**src/rtl/pxs_text_row_ctrl.sv**
```systemverilog
// ----------------------------------------------------------------------------
// pxs_text_row_ctrl
//
// Sequencer for the glyph-drawing stage. It owns a COLS-character text buffer
// that one requester fills through a valid/ready byte port. As the RGB stream
// scans the text row, it drives the glyph stage's character/pos_x/pos_y.
// The RGB stream is forwarded with a one-cycle delay so that the cell data and
// the stream stay aligned downstream. Everything runs in the px_clk domain.
//
// Optional feature macro: PXS_TEXT_CURSOR_EN
//   When defined, a blinking block cursor (8'h7F) is drawn at the write column.
//   It toggles every BLINK_FRAMES rising edges of VS.
//
// Ports:
//   px_clk     in   1        pixel clock, all state on the rising edge
//   rst        in   1        asynchronous active-high reset
//   RGBStr_i   in   26       [0] active, [1] VS, [2] HS, [12:3] YC,
//                            [22:13] XC, [25:23] RGB
//   RGBStr_o   out  26       RGBStr_i delayed by one cycle
//   wr_valid   in   1        requester has a byte
//   wr_data    in   8        printable code or control code
//                            (0C clear, 0D CR, 08 BS)
//   wr_ready   out  1        byte accepted when wr_valid && wr_ready
//   character  out  8        code of the cell under the current pixel
//   pos_x      out  10       X origin of that cell
//   pos_y      out  10       Y origin of the row
//   in_row     out  1        current pixel lies inside the text row
//   cursor     out  log2(COLS)  next write column
// ----------------------------------------------------------------------------
module pxs_text_row_ctrl #(
    parameter int         COLS         = 16,
    parameter logic [9:0] ORG_X        = 10'd64,
    parameter logic [9:0] ORG_Y        = 10'd32,
    parameter int         CW           = 8,
    parameter int         CH           = 8,
    parameter int         BLINK_FRAMES = 32
) (
    input  logic                      px_clk,
    input  logic                      rst,
    input  logic [25:0]               RGBStr_i,
    output logic [25:0]               RGBStr_o,
    input  logic                      wr_valid,
    input  logic [7:0]                wr_data,
    output logic                      wr_ready,
    output logic [7:0]                character,
    output logic [9:0]                pos_x,
    output logic [9:0]                pos_y,
    output logic                      in_row,
    output logic [$clog2(COLS)-1:0]   cursor
);

    localparam int COL_W = $clog2(COLS);
    localparam int CW_SH = $clog2(CW);

    localparam logic [COL_W-1:0] COL_ONE  = COL_W'(1);
    localparam logic [COL_W-1:0] COL_LAST = COL_W'(COLS - 1);

    // The row window is checked in 11 bits. A row that runs past X=1023 is
    // clipped rather than wrapped back to the left edge.
    localparam logic [10:0] X_LO = {1'b0, ORG_X};
    localparam logic [10:0] X_HI = X_LO + 11'(COLS * CW);
    localparam logic [10:0] Y_LO = {1'b0, ORG_Y};
    localparam logic [10:0] Y_HI = Y_LO + 11'(CH);

    localparam logic [7:0] CODE_SPACE = 8'h20;
    localparam logic [7:0] CODE_CLEAR = 8'h0C;
    localparam logic [7:0] CODE_CR    = 8'h0D;
    localparam logic [7:0] CODE_BS    = 8'h08;

    typedef enum logic {
        IDLE  = 1'b0,
        CLEAR = 1'b1
    } state_t;

    state_t               state_q, state_d;
    logic [COL_W-1:0]     cursor_q, cursor_d;
    logic [COL_W-1:0]     clr_idx_q, clr_idx_d;
    logic                 wr_ready_q, wr_ready_d;

    logic                 mem_we;
    logic [COL_W-1:0]     mem_waddr;
    logic [7:0]           mem_wdata;

    logic [25:0]          rgb_q, rgb_d;
    logic [7:0]           character_q, character_d;
    logic [9:0]           pos_x_q, pos_x_d;
    logic [9:0]           pos_y_q, pos_y_d;
    logic                 in_row_q, in_row_d;

    logic [10:0]          scan_x;
    logic [10:0]          scan_y;
    logic                 scan_hit;
    logic [COL_W-1:0]     scan_col;

    // The text buffer powers up as blanks and is deliberately left out of
    // reset, so a reset in the middle of a clear keeps whatever was not yet
    // erased.
    logic [7:0] text_mem [COLS] = '{default: 8'h20};

    // Byte-port sequencing. In IDLE an accepted byte is interpreted as a
    // control code or as a printable character. CLEAR sweeps one cell per
    // cycle. While it runs, the port is closed and the cursor is left alone
    // until the final cell.
    always_comb begin
        state_d    = state_q;
        cursor_d   = cursor_q;
        clr_idx_d  = clr_idx_q;
        mem_we     = 1'b0;
        mem_waddr  = cursor_q;
        mem_wdata  = CODE_SPACE;

        case (state_q)
            IDLE: begin
                if (wr_valid && wr_ready_q) begin
                    case (wr_data)
                        CODE_CLEAR: begin
                            state_d   = CLEAR;
                            clr_idx_d = '0;
                        end
                        CODE_CR: begin
                            cursor_d = '0;
                        end
                        CODE_BS: begin
                            if (cursor_q != '0) begin
                                cursor_d  = cursor_q - COL_ONE;
                                mem_we    = 1'b1;
                                mem_waddr = cursor_q - COL_ONE;
                            end
                        end
                        default: begin
                            mem_we    = 1'b1;
                            mem_wdata = wr_data;
                            cursor_d  = cursor_q + COL_ONE;
                        end
                    endcase
                end
            end
            CLEAR: begin
                mem_we    = 1'b1;
                mem_waddr = clr_idx_q;
                clr_idx_d = clr_idx_q + COL_ONE;
                if (clr_idx_q == COL_LAST) begin
                    state_d  = IDLE;
                    cursor_d = '0;
                end
            end
            default: begin
                state_d = IDLE;
            end
        endcase

        wr_ready_d = (state_d == IDLE);
    end

    // Control flops. wr_ready stays low during reset and rises on the first
    // clock edge after reset is released.
    always_ff @(posedge px_clk or posedge rst) begin
        if (rst) begin
            state_q    <= IDLE;
            cursor_q   <= '0;
            clr_idx_q  <= '0;
            wr_ready_q <= 1'b0;
        end else begin
            state_q    <= state_d;
            cursor_q   <= cursor_d;
            clr_idx_q  <= clr_idx_d;
            wr_ready_q <= wr_ready_d;
        end
    end

    // Buffer write port. The scan reads combinationally before this edge
    // commits, so a write and a scan of the same cell in one cycle give the
    // old byte to the scan.
    always_ff @(posedge px_clk) begin
        if (mem_we) begin
            text_mem[mem_waddr] <= mem_wdata;
        end
    end

`ifdef PXS_TEXT_CURSOR_EN
    // Cursor blink timing. It counts rising edges of VS, which is one per
    // frame, and flips the blink phase every BLINK_FRAMES frames.
    logic        vs_prev_q, vs_prev_d;
    logic [15:0] blink_cnt_q, blink_cnt_d;
    logic        blink_q, blink_d;

    always_comb begin
        vs_prev_d   = RGBStr_i[1];
        blink_cnt_d = blink_cnt_q;
        blink_d     = blink_q;
        if (RGBStr_i[1] && !vs_prev_q) begin
            if (blink_cnt_q == 16'(BLINK_FRAMES - 1)) begin
                blink_cnt_d = '0;
                blink_d     = ~blink_q;
            end else begin
                blink_cnt_d = blink_cnt_q + 16'd1;
            end
        end
    end

    always_ff @(posedge px_clk or posedge rst) begin
        if (rst) begin
            vs_prev_q   <= 1'b0;
            blink_cnt_q <= '0;
            blink_q     <= 1'b0;
        end else begin
            vs_prev_q   <= vs_prev_d;
            blink_cnt_q <= blink_cnt_d;
            blink_q     <= blink_d;
        end
    end
`endif

    // Row hit test and cell lookup. The results are registered below, which
    // is why the RGB stream is also delayed by one cycle. On a miss the
    // character goes blank, but the cell position holds its last value.
    always_comb begin
        scan_x   = {1'b0, RGBStr_i[22:13]};
        scan_y   = {1'b0, RGBStr_i[12:3]};
        scan_hit = (scan_y >= Y_LO) && (scan_y < Y_HI) &&
                   (scan_x >= X_LO) && (scan_x < X_HI);
        scan_col = COL_W'((scan_x - X_LO) >> CW_SH);

        rgb_d       = RGBStr_i;
        character_d = CODE_SPACE;
        pos_x_d     = pos_x_q;
        pos_y_d     = pos_y_q;
        in_row_d    = scan_hit;

        if (scan_hit) begin
            character_d = text_mem[scan_col];
            pos_x_d     = ORG_X + (10'(scan_col) << CW_SH);
            pos_y_d     = ORG_Y;
`ifdef PXS_TEXT_CURSOR_EN
            if (blink_q && (scan_col == cursor_q)) begin
                character_d = 8'h7F;
            end
`endif
        end
    end

    // Scan-side output flops.
    always_ff @(posedge px_clk or posedge rst) begin
        if (rst) begin
            rgb_q       <= '0;
            character_q <= CODE_SPACE;
            pos_x_q     <= ORG_X;
            pos_y_q     <= ORG_Y;
            in_row_q    <= 1'b0;
        end else begin
            rgb_q       <= rgb_d;
            character_q <= character_d;
            pos_x_q     <= pos_x_d;
            pos_y_q     <= pos_y_d;
            in_row_q    <= in_row_d;
        end
    end

    assign RGBStr_o  = rgb_q;
    assign character = character_q;
    assign pos_x     = pos_x_q;
    assign pos_y     = pos_y_q;
    assign in_row    = in_row_q;
    assign cursor    = cursor_q;
    assign wr_ready  = wr_ready_q;

endmodule

```
**config.mk**
```make
export PLATFORM = sky130hd
export DESIGN_NAME = pxs_text_row_ctrl
export DESIGN_NICKNAME = d
export VERILOG_FILES = /design/src/rtl/pxs_text_row_ctrl.sv
export SDC_FILE = /design/constraint.sdc
export NUM_CORES = 1
export LEC_CHECK = 0
export ABC_AREA = 1
export CAP_MARGIN = 5
export CORE_UTILIZATION = 47
export DETAILED_ROUTE_END_ITERATION = 8
export HOLD_SLACK_MARGIN = 0.08
export PLACE_DENSITY = 0.79
export SLEW_MARGIN = 40
export SYNTH_ARGS = -nofsm -noshare
export SYNTH_HDL_FRONTEND = slang
export SYNTH_SLANG_ARGS = --single-unit
```
**constraint.sdc**
```tcl
create_clock -name px_clk -period 5.04 [get_ports px_clk]
set_input_delay 1.008 -clock px_clk [delete_from_list [all_inputs] [get_ports px_clk]]
set_output_delay 1.008 -clock px_clk [all_outputs]
set_load 0.05 [all_outputs]
```
==> metrics.sh, run 1 <==
CLK_LATENCY_NS=0.43
YOSYS_WARNING_COUNT=0
TIMING.FINAL.SETUP_VIOLATIONS=0
MAX_CAP_VIOL_COUNT=0
PATH_CELLS='clkdlybuf4s50_1, inv_2, nor2_2, nand2_4, nor2_8, nand3_1, nand3_1, nand2_2, inv_2, nand3_2, nor2_1'
HOLD_VIOL_FINAL=0
CTS_MAX_LEVEL=4
POSTSYNTH.TOPFLOPCELL='edfxtp_1'
CRITPATHBUFINV=3
WIRE_PER_INST_UM=16.9
CTS.SINKS=178
LAYOUT_SETUP_WS_NS=1.97
SYNTH_SIMPLE_GATE_AREA_SHARE_PCT=17.0
TIMING.FINAL.CRIT_PERIOD_NS=3.07
VIAS=5083
SETUP.WORST_PATH.CLASS='in2reg'
WORSTMARGINPINSLEW_NS=0.820
FINAL_LAYOUT_SIZE_SUFFIX_GT1_SHARE_PCT=10.4
MIN_FROM='pos_x[6]'
REQUIRED_TIME_REPORTED_FOR_THE_CRITICAL_PATH_ENDPOINT_NS=5.09
FIRST_GLOBAL_VIAS=4986
POSTSYNTHAREAPERCELL_UM2=11.5
ANTENNA_FOUND_INITIAL=0
SYNTH_ENABLE_FLOP_CELLS=128
AREAGROWTHSYNTHTOFINISH_PCT=20.9
DETAILEDROUTE.FIRSTITERATIONVIOLATIONS=566
OVERFLOW=0
TIMING.FINAL.CRIT_SHARE_PCT=61.0
GRT_SETUP_UNREPAIRED='no'
FINALPOWER_uW=3770
DRT_PASS1_ITERATIONS=5
FINAL_ANTENNA_NET_COUNT=0
CP_TOP_FAMILY='simple AND/OR/NAND/NOR gates'
CRIT_FANOUT=8
CLOCK-SKEW-FINAL_NS=0.00796
PRE_CTS_SLACK_NS=1.56
PORT-BUFFER-COUNT=81
MOSTFREQUENTLAYOUTCELL='nand2_1'
NETLIST_TOP_CELLS_AREA='edfxtp_1 (52%), dfrtp_1 (16%), nand2_1 (8.0%), nand3_1 (3.6%), a21oi_1 (3.1%)'
MAXIMUM_NUMBER_OF_PINS_ON_ONE_NET_BEFORE_GLOBAL_ROUTE_REPAIR=67
POST_ROUTE_SETUP_TNS_NS=0
DIE_W_UM=127
SYNTH_AREA_LEADER_CELL='edfxtp_1'
CP-STARTPOINT='wr_data[3]'
DIE_AREA_UM2=16200
GRTUSAGEMET2_PCT=34.4
SYNTH_SEQ_AREA_SHARE_PCT=69.3
MIN-DELAY-PATH-CLASS='reg2reg'
POST-DP-HPWL_UM=10400
ASYNCSETRESETFLOPFRACSYNTH_PCT=28.1
GRT_UTIL_MET1_PCT=27.2
POST_CTS.REPAIR.SETUP_BUFFERS=0
DRV_SLEW=0
CTS_BUFFERS=17
GRT.MET3_USAGE_PCT=5.40
SLOWEST_DELAY_NS=0.65
MAPPEDNETLISTAREA_UM2=7360
CLOCKROOTBUFFER='clkbuf_16'
CORE_AREA_UM2=15300
POSTSYNTHCELLCOUNT=640
MAIN_COMBINATIONAL_CELL_FAMILY_BY_AREA_AFTER_SYNTHESIS='simple AND/OR/NAND/NOR gates'
SYNTH_MUX_AREA_SHARE_PCT=0
VDD_DROP_MAX_uV=323
STARTPOINT_TYPE='input port'
MULTI_INPUT_COMB_AREA_UM2=1950
POST_CTS_RESIZED=0
ROWS=45
CRITPATHSLOWESTCELL='nor2_1'
FLOORPLAN.DIE.HEIGHT_UM=127
FILLER_CELL_COUNT=1167
GLOBAL_ROUTE.PEAK_USAGE_LAYER='met2'
INITIAL_CORE_UTIL_PCT=48.2
GRT_FIRST_PASS_WIRELENGTH_UM=25500
SYNTH_XOR_AREA_SHARE_PCT=0.357
CELLLEAKAGEPOWER_uW=0.00345
GRT_USE_TOTAL_PCT=21.2
CTS-HOLD-FIX-BUFFERS=0
SYNTH_CELL_TYPE_COUNT=37
YOSYS_REGISTER_BITS=178
CRITPATHARRIVALTIME_NS=3.12
CRIT_PATH_END_KIND='flip-flop'
POST-ROUTE-DRC-COUNT=0
FMAXACHIEVABLE_MHz=326
AVGVIACOUNTPERCELL=5.38
SYNTH_TOP_AREA_SHARE_PCT=52.2
HIGHEST_COUNT_CELLS_IN_THE_LAYOUT_IGNORING_FILL_AND_TAPS='nand2_1 (156), edfxtp_1 (128), clkdlybuf4s50_1 (80)'
OUTCOME='complete, no violations'
ANTENNA_CELLS=0
WIRELENGTH_UM=15900
CTS_TREE='done'
NUMBER_OF_BUFFERS_BETWEEN_CLOCK_ROOT_AND_THE_DEEPEST_SINK=2
WORST_SETUP_HOLD_PATH_CLK_SLEW_NS=0.06
GPL.FINAL_WEIGHTED_CONGESTION=0.872
SYNTHADDERAREAFRAC_PCT=0.510
CELLPOWERDENSITY_nW_PER_UM2=424
NUMBER_OF_NETS_IN_THE_FINISHED_DESIGN=760
SYNTH_COMPOUND_AREA_SHARE_PCT=7.82
WORST_R2R_STARTPOINT='cursor[0]'
IO_PINS=97
SEQCELLAREA_UM2=5100
MAXSLEWHEADROOM_PCT=45.1
==> state kept, by name, summed over array words and instances, names as in the netlist <==
| register | cells |
|---|---|
| RGBStr_o | 26 |
| character | 8 |
| clr_idx_q | 4 |
| cursor | 4 |
| in_row | 1 |
| pos_x | 5 |
| state_q | 1 |
| text_mem | 128 |
| wr_ready | 1 |
==> cells in the mapped netlist, types with 2 or more instances <==
library cell	number
nand2_1	156
edfxtp_1	128
nand3_1	53
dfrtp_1	48
nor2_1	48
a21oi_1	46
inv_1	21
o21ai_0	19
a22oi_1	18
buf_4	18
buf_2	15
clkbuf_1	10
inv_2	7
nand2_2	6
nand3_2	6
nand4_1	4
nor2_2	4
ha_1	3
o21ai_1	3
o221ai_1	3
o22ai_1	3
conb_1	2
dfstp_2	2
nand2_4	2
o211ai_1	2
xor2_1	2
==> routing by layer <==
metal / wire length (um) / up-vias
met5: 0 / -
met4: 378 / 0
met3: 1370 / 35
met2: 7700 / 282
met1: 6480 / 2417
li1: - / 2349
==> path summary, 6_finish.rpt <==
check,to,slack (ns),cells after the start
min in group asynchronous,RGBStr_o[23],1.02,2
max,text_mem[0][6],1.97,11
max reg2reg,text_mem[0][6],2.29,11
min reg2reg,pos_x[6],0.47,2
min,pos_x[6],0.47,2
max in group asynchronous,RGBStr_o[19],3.62,2
==> where the power goes <==
group          internal, uW  switching [uW]
combinational           209             495
clock                   745             533
sequential             1710            72.9
total                  2670            1100
==> per-stage QoR <==
step                util, %  cell area, um2  hold slack (ns)  std cells
finish                 58.3            8890            0.469        944
detailed placement     54.5            8310            0.460        912
global placement       54.4            8310            0.459        912
CTS                    58.3            8890            0.471        944
global route           58.3            8890            0.512        944
floorplan                 -            7410            0.548        653
==> layout make-up <==
cell class	count	area share, %
timing repair buffer	92	9.99
tap	211	2.97
multi-input combinational	402	21.9
clock buffer	20	5.02
sequential	178	57.3
inverter	29	1.25
clock inverter	12	1.52
==> cell families after synthesis <==
| family | after synthesis |
|---|---|
| fa+ha+maj | 3 |
| simple gates | 284 |
| compound gates | 97 |
| xor+xnor | 3 |
| other cells | 2 |
| buf+inv | 73 |
| flops | 178 |
==> worst min-delay path: stages (launching register included) <==
cell,delay (ns)
dfstp_2,0.37
nand2_1,0.06
nand2_1,0.05
Power figures use the tool's default switching activity.
==> run 2: changes to the inputs <==
- PLACE_DENSITY: 0.79 -> 0.81
- clock period: 5.04 -> 2.7 ns (I/O delays scaled with it)
==> run 2 against run 1 <==
  * Worst hold slack worse by 0.034 ns
  * First-iteration DRC count down 6.2%
  * Die area unchanged
  * Critical path type is now reg2out
  * Critical path depth down 10
  * Routed wire length grew 1.3%
  * Cell count grew 3.4%
  * Register-to-register slack got worse by 1.9 ns
  * Power rose by 86%
==> metrics.sh, run 2 (synthesis results as in run 1) <==
GRT_SETUP_UNREPAIRED='no'
MAX_CAP_VIOL_COUNT=0
WORST_SETUP_HOLD_PATH_CLK_SLEW_NS=0.06
MAXIMUM_NUMBER_OF_PINS_ON_ONE_NET_BEFORE_GLOBAL_ROUTE_REPAIR=66
FINALPOWER_uW=7010
TIMING.FINAL.CRIT_SHARE_PCT=88.8
CELL_INTERNAL_PWR_uW=5000
P_COMB_SHARE_PCT=19.7
DPL_CELL_AREA_UM2=8610
IO_PINS=97
WIRE_PER_INST_UM=16.5
NUMBER_OF_NETS_IN_THE_FINISHED_DESIGN=792
POST_ROUTE_SETUP_TNS_NS=0
CORE_AREA_UM2=15300
POST-DP-HPWL_UM=10300
DIE_AREA_UM2=16200
CLOCKROOTBUFFER='clkbuf_16'
CTS.SINKS=178
TIMING.FINAL.CRIT_PERIOD_NS=2.40
MAXSLEWHEADROOM_PCT=54.3
FINAL_LAYOUT_SIZE_SUFFIX_GT1_SHARE_PCT=13.5
CTS_TREE='done'
PORT-BUFFER-COUNT=81
CRITPATHSLOWESTCELL='clkdlybuf4s50_1'
PRE_CTS_SLACK_NS=0.00116
CRITPATHBUFINV=1
DRT_PASS1_ITERATIONS=7
REQUIRED_TIME_REPORTED_FOR_THE_CRITICAL_PATH_ENDPOINT_NS=2.16
CTS_MAX_LEVEL=4
LARGEST_REG_FLOPS=128
CLOCK-SKEW-FINAL_NS=0.00723
WORST_R2R_STARTPOINT='cursor[0]'
NUMBER_OF_BUFFERS_BETWEEN_CLOCK_ROOT_AND_THE_DEEPEST_SINK=2
HIGHEST_COUNT_CELLS_IN_THE_LAYOUT_IGNORING_FILL_AND_TAPS='nand2_1 (156), edfxtp_1 (128), clkdlybuf4s50_1 (80)'
WIRELENGTH_UM=16100
VDD_DROP_MAX_uV=514
ROWS=45
INITIAL_CORE_UTIL_PCT=48.2
GPL.FINAL_WEIGHTED_CONGESTION=0.884
SETUP.WORST_PATH.CLASS='reg2out'
TIMING.FINAL.SETUP_VIOLATIONS=0
STDCELL_COUNT=976
OUTCOME='complete, no violations'
FINAL_CELL_AREA_UM2=9170
CRITPATHARRIVALTIME_NS=1.86
SEQ_POWER_SHARE_PCT=47.4
FMAXACHIEVABLE_MHz=417
MIN-DELAY-PATH-CLASS='in2reg'
SWITCHING_POWER_uW=2010
ANTENNA_FOUND_INITIAL=0
LAYOUT_SETUP_WS_NS=0.302
CTS-HOLD-FIX-BUFFERS=0
POWER_FRAC_CLOCK_PCT=32.9
MIN_FROM='RGBStr_i[16]'
AVGVIACOUNTPERCELL=5.36
GRT_FIRST_PASS_WIRELENGTH_UM=25900
CLK_LATENCY_NS=0.43
PATH_CELLS='clkdlybuf4s50_1'
CELLPOWERDENSITY_nW_PER_UM2=764
ANTENNA_CELLS=0
FINAL_ANTENNA_NET_COUNT=0
CELLLEAKAGEPOWER_uW=0.00363
FIRST_GLOBAL_VIAS=5068
WORSTMARGINPINSLEW_NS=0.685
MAX_FLOP_REGISTER='text_mem'
FLOORPLAN.DIE.HEIGHT_UM=127
MOSTFREQUENTLAYOUTCELL='nand2_1'
POST_CTS_RESIZED=0
HOLD_VIOL_FINAL=0
GRT_USE_TOTAL_PCT=21.4
DETAILEDROUTE.FIRSTITERATIONVIOLATIONS=531
CRIT_FANOUT=8
MULTI_INPUT_COMB_AREA_UM2=1950
AREAGROWTHSYNTHTOFINISH_PCT=24.7
DIE_W_UM=127
FILLER_CELL_COUNT=1198
SEQCELLAREA_UM2=5100
DRV_SLEW=0
SLOWEST_DELAY_NS=0.88
OVERFLOW=0
DP_CELLS=944
CP-STARTPOINT='cursor[2]'
CRIT_PATH_END_KIND='primary output'
CTS_BUFFERS=17
CP_TOP_FAMILY='buffers and inverters'
POST_CTS.REPAIR.SETUP_BUFFERS=0
STARTPOINT_TYPE='flip-flop'
VIAS=5230
SWITCHING_SHARE_PCT=28.7
POST-ROUTE-DRC-COUNT=0
## run 2: cell count changes in the layout (fill, tap and decap cells not counted), moves of 2 or more
cell / change
clkbuf_8: +4
clkinv_4: -2
bufinv_16: -2
buf_4: +27
clkbuf_1: +3
buf_12: +5
clkinvlp_4: -2
## run 2: final cells by class
cell class	count	share of cell area, %
Sequential cell	178	55.6
Multi-Input combinational cell	402	21.3
Timing Repair Buffer	124	13.0
Clock buffer	28	5.87
Tap cell	211	2.88
Inverter	29	1.19
Clock inverter	4	0.232
## run 2: per-layer routing
metal | up-vias | GRT usage, % | part of all wire [%]
li1 | 2410 | - | -
met1 | 2535 | 26.7 | 41
met2 | 259 | 35.8 | 48
met3 | 26 | 5.70 | 8.2
met4 | 0 | 8.40 | 2.1
met5 | - | 0 | 0
## run 2: final timing paths
path | cells past startpoint | endpoint | slack (ns)
worst max-delay path | 1 | cursor[2] | 0.30
worst min-delay path | 1 | RGBStr_o[16] | 0.43
worst min register to register | 2 | pos_x[6] | 0.50
min in group asynchronous | 2 | RGBStr_o[23] | 0.48
max in group asynchronous | 3 | pos_x[6] | 1.63
worst max register to register | 11 | text_mem[15][1] | 0.36
## run 2: through the flow
step | util (%) | hold slack (ns)
2_1_floorplan | - | 0.548
3_3_place_gp | 56.4 | 0.459
3_5_place_dp | 56.4 | 0.480
4_1_cts | 60.1 | 0.416
5_1_grt | 60.1 | 0.425
6_report | 60.1 | 0.435
## run 2: power by group through the flow
stage          logic (uW)  clock network (uW)  registers (uW)
2_1_floorplan         778                   0            3520
3_5_place_dp         1370                   0            3370
5_1_grt              1510                2450            3350
4_1_cts              1380                2330            3320
6_report             1380                2310            3320
3_3_place_gp         1340                   0            3370
==> run 3: changes to the inputs <==
==> constraint.sdc (replaced) <==
create_clock -name px_clk -period 2.7 [get_ports px_clk]
set_input_delay 0.27 -clock px_clk [delete_from_list [all_inputs] [get_ports px_clk]]
set_output_delay 0.27 -clock px_clk [all_outputs]
set_load 0.05 [all_outputs]
==> run 3 against run 2 <==
  * Routed wire length decreased by 2.1%
  * Largest power group unchanged
  * Fmax decreased by 1.0%
  * Register-to-register slack got worse by 0.08 ns
  * Sequential cell count unchanged
  * Critical path depth increased by 11
  * Die area unchanged
==> metrics.sh, run 3 (synthesis results as in run 1) <==
OUTCOME='complete, no violations'
HIGHEST_COUNT_CELLS_IN_THE_LAYOUT_IGNORING_FILL_AND_TAPS='nand2_1 (156), edfxtp_1 (128), clkdlybuf4s50_1 (80)'
MOSTFREQUENTLAYOUTCELL='nand2_1'
VDD_DROP_MAX_uV=483
CORE_AREA_UM2=15300
CRITPATHARRIVALTIME_NS=2.56
FINAL_ANTENNA_NET_COUNT=0
CTS_MAX_LEVEL=4
CLOCKROOTBUFFER='clkbuf_16'
CLK_LATENCY_NS=0.43
GRT_SETUP_UNREPAIRED='no'
DETAILEDROUTE.FIRSTITERATIONVIOLATIONS=551
CLOCK-SKEW-FINAL_NS=0.00953
FILLER_CELL_COUNT=1174
TIMING.FINAL.CRIT_SHARE_PCT=89.7
PORT-BUFFER-COUNT=81
DRV_SLEW=0
GRT_FIRST_PASS_WIRELENGTH_UM=25200
RR_ENDPOINT='text_mem[13][0]'
STARTPOINT_TYPE='flip-flop'
FMAXACHIEVABLE_MHz=413
CTS_BUFFERS=17
MULTI_INPUT_COMB_AREA_UM2=1950
DIE_W_UM=127
MAXSLEWHEADROOM_PCT=56.3
TIMING.REG2REG.WORST_PATH_DEPTH=12
VIAS=5156
ROWS=45
WORST_SETUP_HOLD_PATH_CLK_SLEW_NS=0.07
DRT_PASS1_ITERATIONS=8
IO_PINS=97
HOLD_VIOL_FINAL=0
CP-STARTPOINT='cursor[0]'
CELLPOWERDENSITY_nW_PER_UM2=774
ANTENNA_FOUND_INITIAL=0
POST_ROUTE_SETUP_TNS_NS=0
SEQCELLAREA_UM2=5100
AVGVIACOUNTPERCELL=5.30
POST-DP-HPWL_UM=10200
NUMBER_OF_NETS_IN_THE_FINISHED_DESIGN=788
POST_CTS_RESIZED=0
TIMING.FINAL.CRIT_PERIOD_NS=2.42
CTS-HOLD-FIX-BUFFERS=0
GPL.FINAL_WEIGHTED_CONGESTION=0.927
R2R_SETUP_SLACK_NS=0.28
WORSTMARGINPINSLEW_NS=0.655
WIRELENGTH_UM=15800
MAXIMUM_NUMBER_OF_PINS_ON_ONE_NET_BEFORE_GLOBAL_ROUTE_REPAIR=66
CELLLEAKAGEPOWER_uW=0.00362
LARGEST_REG_FLOPS=128
TIMING.FINAL.SETUP_VIOLATIONS=0
INITIAL_CORE_UTIL_PCT=48.2
MAX_FLOP_REGISTER='text_mem'
CTS_TREE='done'
DIE_AREA_UM2=16200
WIRE_PER_INST_UM=16.3
CRIT_PATH_END_KIND='flip-flop'
WORST_R2R_STARTPOINT='cursor[0]'
POST-ROUTE-DRC-COUNT=0
FLOORPLAN.DIE.HEIGHT_UM=127
MAX_CAP_VIOL_COUNT=0
SETUP.WORST_PATH.CLASS='reg2reg'
AREAGROWTHSYNTHTOFINISH_PCT=23.8
MIN-DELAY-PATH-CLASS='in2async'
GRT_USE_TOTAL_PCT=20.6
FINAL_LAYOUT_SIZE_SUFFIX_GT1_SHARE_PCT=13.7
FIRST_GLOBAL_VIAS=4959
CTS.SINKS=178
REQUIRED_TIME_REPORTED_FOR_THE_CRITICAL_PATH_ENDPOINT_NS=2.84
FINALPOWER_uW=7050
CRIT_FANOUT=7
NUMBER_OF_BUFFERS_BETWEEN_CLOCK_ROOT_AND_THE_DEEPEST_SINK=2
OVERFLOW=0
POST_CTS.REPAIR.SETUP_BUFFERS=0
ANTENNA_CELLS=0
[run 3: cell count changes in the layout (fill, tap and decap cells not counted), moves of 2 or more]
| cell | change |
|---|---|
| inv_6 | +2 |
| inv_4 | +5 |
| clkbuf_8 | -4 |
| buf_12 | -3 |
| clkinv_2 | +2 |
| clkbuf_1 | -4 |
[run 3: worst max-delay path by stage]
stage	depth (start not counted)	endpoint	slack, ns
2_1_floorplan	10	text_mem[12][0]	0.13
3_3_place_gp	12	text_mem[11][4]	0.33
3_5_place_dp	14	text_mem[13][4]	0.28
4_1_cts	12	text_mem[13][0]	0.34
5_1_grt	11	text_mem[13][0]	0.10
6_report	12	text_mem[13][0]	0.28
[run 3: worst max-delay path, cell delays in order, from the launching register on]
cell and delay (ns):
dfrtp_1 0.49, inv_1 0.17, ha_1 0.30, nand2_2 0.15, nand2_1 0.07, nand2_1 0.08
nand3_1 0.07, nand3_1 0.10, nand2_2 0.10, inv_2 0.08, nand3_2 0.12, nor2_1 0.22
buf_4 0.19
[run 3: metal layers]
metal,up-vias,global-route usage (%),part of all wire (%)
li1,2408,-,-
met1,2466,27.2,42
met2,261,33.9,48
met3,21,4.69,8.6
met4,0,6.93,1.2
met5,-,0,0
[run 3: cell type report]
| cell class | count | share of cell area [%] |
|---|---|---|
| well taps | 211 | 2.90 |
| repair buffers | 120 | 12.3 |
| flip-flops and latches | 178 | 55.9 |
| inverters | 29 | 1.19 |
| multi-input cells | 402 | 21.4 |
| clock inverters | 12 | 1.08 |
| clock buffers | 20 | 5.14 |
[run 3: power by group]
part           total [uW]  switching, uW  internal, uW
Clock                2350           1000          1350
Sequential           3320            129          3190
Combinational        1370            934           440
Total                7050           2070          4980
[run 3: per-stage QoR]
stage / setup WS, ns / utilization [%] / cell area (um2) / std cells / hold slack (ns)
floorplan: 0.128 / - / 7410 / 653 / 0.301
global placement: 0.328 / 56.0 / 8540 / 940 / 0.459
detailed placement: 0.281 / 56.0 / 8550 / 940 / 0.459
CTS: 0.337 / 59.7 / 9110 / 972 / 0.173
global route: 0.105 / 59.7 / 9110 / 972 / 0.201
finish: 0.278 / 59.7 / 9110 / 972 / 0.175
